## config.mk

```make
export PLATFORM = sky130hd
export DESIGN_NAME = bp_update_sched
export DESIGN_NICKNAME = d
export VERILOG_FILES = /design/src/rtl/bp_update_sched.sv
export SDC_FILE = /design/constraint.sdc
export NUM_CORES = 1
export LEC_CHECK = 0
export CORE_MARGIN = 2
export CORE_UTILIZATION = 58
export CTS_CLUSTER_DIAMETER = 80
export DETAILED_ROUTE_END_ITERATION = 8
export PLACE_DENSITY_LB_ADDON = 0.12
export SLEW_MARGIN = 30
export SYNTH_ARGS = -nofsm -noshare
export SYNTH_HDL_FRONTEND = slang
export SYNTH_SLANG_ARGS = --single-unit
```

## constraint.sdc

```tcl
create_clock -name clk -period 6.2 [get_ports clk]
set_input_delay 0.93 -clock clk [delete_from_list [all_inputs] [get_ports clk]]
set_output_delay 0.93 -clock clk [all_outputs]
set_load 0.05 [all_outputs]
```

## src/rtl/bp_update_sched.sv

```systemverilog
// bp_update_sched: queues branch-predictor updates from two exe pipes and sweeps the table clear after reset/flush
module bp_update_sched #(
  parameter int SET_NUM = 4,
  parameter int FIFO_DEPTH = 4,
  localparam int INDEX_BITS = $clog2(SET_NUM)
) (
  input  logic                  clk,
  input  logic                  resetn,
  input  logic                  req0_valid,
  input  logic [31:0]           req0_pc,
  output logic                  req0_ready,
  input  logic                  req1_valid,
  input  logic [31:0]           req1_pc,
  output logic                  req1_ready,
  input  logic                  flush_req,
  output logic                  wr_valid,
  input  logic                  wr_ready,
  output logic [31:0]           wr_pc,
  output logic [INDEX_BITS-1:0] wr_index,
  output logic                  clr_en,
  output logic [INDEX_BITS-1:0] clr_index,
  output logic                  init_busy
);
  localparam int PW = $clog2(FIFO_DEPTH);
  localparam int CW = PW + 1;
  typedef enum logic {INIT, RUN} state_t;
  state_t                state_q;
  logic [INDEX_BITS-1:0] clr_idx_q;
  logic [CW-1:0]         count_q, count_d, free;
  logic [PW-1:0]         head_q, tail_q;
  logic [31:0]           mem_q [FIFO_DEPTH];
  logic                  run, acc0, acc1, pop;
  // Outputs are gated by resetn so they hold their reset values for the whole reset window.
  always_comb begin
    run        = resetn & (state_q == RUN);
    free       = CW'(FIFO_DEPTH) - count_q;
    req0_ready = run & !flush_req & (free != '0);
    req1_ready = run & !flush_req & ((free >= CW'(2)) | ((free == CW'(1)) & !req0_valid));
    acc0       = req0_valid & req0_ready;
    acc1       = req1_valid & req1_ready;
    wr_valid   = run & (count_q != '0);
    wr_pc      = mem_q[head_q];
    wr_index   = wr_pc[4 +: INDEX_BITS];
    pop        = wr_valid & wr_ready;
    count_d    = count_q + CW'(acc0) + CW'(acc1) - CW'(pop);
    init_busy  = !resetn | (state_q == INIT);
    clr_en     = init_busy;
    clr_index  = (resetn && state_q == INIT) ? clr_idx_q : '0;
  end
  always_ff @(posedge clk) begin
    if (!resetn || flush_req) begin
      state_q   <= INIT;
      clr_idx_q <= '0;
      count_q   <= '0;
      head_q    <= '0;
      tail_q    <= '0;
    end else if (state_q == INIT) begin
      clr_idx_q <= clr_idx_q + INDEX_BITS'(1);
      if (clr_idx_q == INDEX_BITS'(SET_NUM - 1)) state_q <= RUN;
    end else begin
      count_q <= count_d;
      head_q  <= head_q + PW'(pop);
      tail_q  <= tail_q + PW'(acc0) + PW'(acc1);
    end
  end
  // req0 is older, so it takes the tail slot and req1 the one behind it.
  always_ff @(posedge clk) begin
    if (acc0) mem_q[tail_q] <= req0_pc;
    if (acc1) mem_q[tail_q + PW'(acc0)] <= req1_pc;
  end
endmodule

```

==> impl_metrics.csv, run 1 <==
group,metric,value,unit
place,place_ws,1830,ps
timing,tightest_slew,928,ps
setup_path,cpMostUsedCell,"clkdlybuf4s50_1",
grt,grt_pass1_wl,23.0,mm
drt,vias,4099,
grt,grt_usage,23.9,%
floorplanning,ios,111,
clocking,clk_pin_slew,60,ps
clocking,clock_latency,410,ps
clocking,clkSinkCount,140,
clocking,htree_num_levels,4,
floorplanning,core,0.0119,sq mm
synthesis,synth-seq-area-share,58.1,%
setup_path,required,5270,ps
synthesis,synth_flop_cell,"edfxtp_1",
timing,final.min_clock_period,4100,ps
synthesis,syn-num-nets,500,
final_layout,nets,609,
timing,fin_crit_sh,66.1,%
final_layout,syn_to_final_growth,26.4,%
drt,routed_wl,14.7,mm
setup_path,crit_type,"input pin to output port",
synthesis,synth_area_leaders,"edfxtp_1 (55%), mux2_2 (15%), mux4_2 (10%)",
grt,grtUsageMet2,40.8,%
timing,rsz0062_at_grt,"false",
drt,viasPerCell,5.97,
synthesis,synth-seq-cells,140,
setup_path,cp_slowest_cell,"clkdlybuf4s50_1",
timing,fin_ws,2100,ps
final_layout,diodes,0,
synthesis,synthArstFlopShare,0,%
grt,antenna_found_initial,1,
clocking,hold_buffers,0,
worst_hold_path,hold_start,"clr_idx_q[1]",
synthesis,synth_area,0.00703,sq mm
timing,slew_headroom,38.1,%
timing,finClkSkew,7.15,ps
floorplanning,rows,40,
drt,firstDrtPassIters,4,
drt,wl_per_cell,21.5,um
synthesis,avgSynthCellArea,16.8,sq um
timing,slew_viol_final,0,
place,dp_hpwl,8.92,mm
flow_run,cap_violations,0,
synthesis,synth.distinct_cells,36,
drt,detail-route-antenna-nets,0,
final_layout,fillers,761,
final_layout,drive_above_1_share,31.5,%
floorplanning,die-area,0.0130,sq mm
worst_hold_path,min-delay-path-class,"flop to flop",
setup_path,crit_arrival,3170,ps
final_layout,mostFrequentLayoutCells,"edfxtp_1 (128), clkdlybuf4s50_1 (110), mux2_2 (92)",
timing,fmax,0.244,GHz
grt,grt_use_met3,6.56,%
clocking,cts_resized,0,
setup_path,critPathMaxFanout,7,
grt,met1_usage,29.0,%
place,place.gp.congestion,0.860,
run_status,status,"finished clean",
drt,drt_iter0_drc,216,
power,leakagePower,0.00294,uW
power,p_per_area,245,mW/mm^2
setup_path,reg2reg_to,"mem_q[2][17]",
drt,drc,0,
clocking,clockBufferDepth,2,
setup_path,worstSetupStartpointType,"input pin",
clocking,postCtsSetupBuffers,0,
synthesis,synth_cells,418,
clocking,cts_made_buffers,17,
clocking,tritoncts,"done",
final_layout,mostFrequentLayoutCell,"edfxtp_1",
worst_hold_path,hold_end,"clr_idx_q[1]",
synthesis,synth_top_area_share,54.6,%
grt,grt_pass1_vias,4394,
clocking,cts-root-buf,"clkbuf_16",
setup_path,crit_chain,"clkdlybuf4s50_1, nand2_1, or2_0, nor2_1, clkdlybuf4s50_1",
timing,setup_viol,0,
timing,setup_tns,0,ps
timing,whs,519,ps
synthesis,ys_warn_count,0,
power,ir_worst_vdd,0.193,mV
setup_path,r2r_slack,2460,ps
synthesis,synth_top_area_cell,"edfxtp_1",
floorplanning,initial_core_util,59.1,%
grt,grt_overflow_total,0,
place,io_buffers,110,
synthesis,synth_edf_count,128,
grt,grt_max_degree,33,
final_layout,seq_area,0.00409,sq mm
setup_path,rr_worst_depth,11,
worst_hold_path,whs_path_depth,2,
setup_path,endpoint_kind,"output port",
setup_path,r2r_start,"count_q[0]",
floorplanning,die_h,114,um
grt,grt-busiest-layer,"met2",
final_layout,multiInputGateArea,0.00282,sq mm
floorplanning,die_x,114,um
setup_path,cpPeakStageDelay,830,ps
timing,finalHoldViolations,0,
## where the power goes
| part | total (uW) | internal (uW) | switching (uW) |
|---|---|---|---|
| combinational | 109 | 69.2 | 40.1 |
| sequential | 1030 | 1030 | 0.664 |
| clock | 1040 | 665 | 374 |
## kinds of logic after synthesis
family / Yosys count / share of synthesized area (%)
multiplexers: 164 / 31.3
buffers and inverters: 36 / 2.65
XOR/XNOR: 7 / 0.978
flip-flops: 140 / 58.1
adder cells (fa/ha/maj): 12 / 2.35
AND/OR/NAND/NOR: 52 / 4.02
AO/OA/AOI/OAI: 7 / 0.640
## per-layer routing
layer / part of all wire, % / vias to the layer above
li1: - / 1879
met1: 40 / 2078
met2: 54 / 130
met3: 5.6 / 12
met4: 0.92 / 0
met5: 0 / -
## how the worst max path moves through the flow
stage / from / to / depth (start not counted)
floorplan: resetn / mem_q[1][0] / 8
global placement: resetn / mem_q[3][11] / 10
detailed placement: resetn / mem_q[2][15] / 10
CTS: resetn / req1_ready / 5
global route: resetn / req1_ready / 5
finish: resetn / req1_ready / 5
## layout make-up
cell class                      count  area share, %
Clock buffer                       18           4.83
Clock inverter                     14           1.98
Inverter                            7          0.296
Multi-Input combinational cell    242           31.7
Sequential cell                   140           46.0
Tap cell                          147           2.07
Timing Repair Buffer              119           13.1
## metrics by stage
stage / std cells / cell area (sq um) / util, % / total power (uW)
6_report: 687 / 8890 / 74.6 / 2180
5_1_grt: 687 / 8890 / 74.6 / 2240
4_1_cts: 687 / 8890 / 74.6 / 2190
3_5_place_dp: 655 / 8280 / 69.5 / 1160
3_3_place_gp: 655 / 8280 / 69.5 / 1150
2_1_floorplan: 418 / 7030 / - / 1090
## synth_stat cells, types with 3 or more instances
cell type,n
inv_1,7
mux2_2,92
mux2i_1,4
mux2_1,36
buf_2,14
buf_4,3
nor2b_1,4
xor2_1,4
dfxtp_1,12
nor2_1,19
edfxtp_1,128
a31oi_1,3
clkbuf_1,6
buf_1,3
nand2b_1,3
ha_1,10
buf_6,3
mux4_2,32
nand2_1,5
nand3_1,6
nand4_1,4
## flip-flops by register name (all words and copies together) (netlist names), named ones only
| signal | count |
|---|---|
| count_q | 3 |
| mem_q | 128 |
| state_q | 1 |
| tail_q | 2 |
| clr_idx_q | 2 |
| head_q | 2 |
## critical path: cells and delay by family
family / cells / cell delay, ps
buffers and inverters: 2 / 1350
AND/OR/NAND/NOR: 3 / 900
Note: power is estimated with default switching activity, not from simulation.
==> run 2, diff against run 1 <==
--- a/config.mk
+++ b/config.mk
@@ -6,7 +6,7 @@
 export NUM_CORES = 1
 export LEC_CHECK = 0
 export CORE_MARGIN = 2
-export CORE_UTILIZATION = 58
+export CORE_UTILIZATION = 54
 export CTS_CLUSTER_DIAMETER = 80
 export DETAILED_ROUTE_END_ITERATION = 8
 export PLACE_DENSITY_LB_ADDON = 0.12
==> constraint.sdc (replaced) <==
create_clock -name clk -period 3.83 [get_ports clk]
set_input_delay 0.5745 -clock clk [delete_from_list [all_inputs] [get_ports clk]]
set_output_delay 0.5745 -clock clk [all_outputs]
set_load 0.05 [all_outputs]
==> run 2 against run 1 <==
Net effect: final area up 0.73%; global-route usage down 1.5 points; non-clock buffer count up 13; count of clock-buffer cells in the layout up 1; flip-flop and latch count unchanged; first-iteration DRC count up 26%; clock skew about the same; die area up 7.2%; combinational power up 62%; highest routed layer unchanged.
==> impl_metrics.csv, run 2 (synthesis gave the netlist of run 1 again) <==
group,metric,value,unit
timing,finalHoldViolations,0,
floorplanning,die_x,118,um
final_layout,seq_area,0.00409,sq mm
drt,viasPerCell,5.62,
final_layout,largest_reg_flops,128,
place,placedCellCount,693,
setup_path,cpPeakStageDelay,750,ps
setup_path,required,3260,ps
drt,drt_iter0_drc,273,
clocking,tritoncts,"done",
setup_path,r2r_slack,640,ps
power,ir_worst_vdd,0.370,mV
drt,drc,0,
final_layout,fin_cells,726,
final_layout,mostFrequentLayoutCell,"edfxtp_1",
grt,grt_pass1_wl,23.4,mm
drt,vias,4079,
final_layout,utilization,70.7,%
grt,antenna_found_initial,2,
clocking,cts_made_buffers,17,
drt,detail-route-antenna-nets,0,
drt,wl_per_cell,20.2,um
timing,setup_viol,0,
place,place.gp.congestion,0.820,
floorplanning,core,0.0127,sq mm
final_layout,multiInputGateArea,0.00282,sq mm
power,p_per_area,367,mW/mm^2
floorplanning,ios,111,
timing,finClkSkew,7.21,ps
setup_path,cp_slowest_cell,"clkdlybuf4s50_1",
timing,slew_viol_final,0,
grt,grt_overflow_total,0,
timing,rsz0062_at_grt,"false",
drt,routed_wl,14.7,mm
final_layout,mostFrequentLayoutCells,"edfxtp_1 (128), clkdlybuf4s50_1 (110), mux2_2 (92)",
clocking,clk_pin_slew,50,ps
setup_path,worstSetupStartpointType,"flop",
setup_path,endpoint_kind,"output port",
flow_run,cap_violations,0,
timing,setup_tns,0,ps
clocking,htree_num_levels,4,
timing,whs,503,ps
timing,slew_headroom,58.4,%
clocking,clock_latency,420,ps
floorplanning,die_h,118,um
run_status,status,"finished clean",
floorplanning,rows,41,
clocking,hold_buffers,0,
worst_hold_path,min-delay-path-class,"flop to flop",
grt,grt_pass1_vias,4509,
timing,tightest_slew,624,ps
final_layout,drive_above_1_share,32.0,%
final_layout,top_register,"mem_q",
final_layout,reg_top3,"mem_q: 128 flops, count_q: 3 flops",
place,dp_hpwl,9.66,mm
grt,grt_usage,22.4,%
place,io_buffers,110,
setup_path,crit_arrival,2670,ps
floorplanning,initial_core_util,55.5,%
setup_path,crit_type,"flop to output port",
final_layout,nets,622,
clocking,clockBufferDepth,2,
floorplanning,die-area,0.0140,sq mm
grt,grt_max_degree,25,
clocking,postCtsSetupBuffers,0,
timing,fin_crit_sh,84.8,%
clocking,clkSinkCount,140,
place,dpl_cell_area,0.00844,sq mm
final_layout,fin_area,0.00895,sq mm
drt,firstDrtPassIters,4,
setup_path,critPathMaxFanout,16,
setup_path,crit_chain,"buf_12, mux4_2, clkdlybuf4s50_1",
clocking,cts_resized,0,
clocking,cts-root-buf,"clkbuf_16",
final_layout,fillers,872,
power,leakagePower,0.00298,uW
timing,fmax,0.308,GHz
timing,final.min_clock_period,3250,ps
final_layout,syn_to_final_growth,27.3,%
==> run 2: path summary, 6_finish.rpt <==
| path | startpoint | endpoint | cells after the start |
|---|---|---|---|
| max | flop | wr_pc[18] | 3 |
| min | count_q[0] | count_q[0] | 2 |
| max reg2reg | count_q[1] | mem_q[0][10] | 12 |
| min reg2reg | count_q[0] | count_q[0] | 2 |
==> run 2: routing by layer <==
layer,track usage (%),routed length [um],vias up
li1,-,-,1900
met1,27.9,6120,2047
met2,37.3,7510,124
met3,6.52,925,8
met4,8.21,129,0
met5,0,0,-
==> run 2: cell type report <==
class	count	share of cell area [%]
inverters	7	0.293
diodes	1	0.0279
flip-flops and latches	140	45.6
repair buffers	132	14.4
clock buffers	19	4.83
clock inverters	13	0.922
well taps	172	2.40
multi-input cells	242	31.5
==> run 2: worst max-delay path, delay by kind of cell (launching register included) <==
| kind | cells | cell delay, ps |
|---|---|---|
| buf+inv | 2 | 1010 |
| flops | 1 | 730 |
| mux | 1 | 520 |
==> run 2: report_power, final <==
| part | switching [uW] | internal, uW | total, uW | leakage (uW) |
|---|---|---|---|---|
| Combinational | 65.1 | 112 | 177 | 0.00148 |
| Sequential | 0.943 | 1670 | 1670 | 0.00125 |
| Clock | 572 | 867 | 1440 | 0.000250 |
| Total | 638 | 2650 | 3290 | 0.00298 |
==> run 2: through the flow <==
stage / total power (uW) / setup WS (ps)
after CTS: 3320 / 525
after global placement: 1870 / 473
final: 3290 / 581
after global routing: 3400 / 348
after floorplan: 1770 / 376
after detailed placement: 1870 / 329
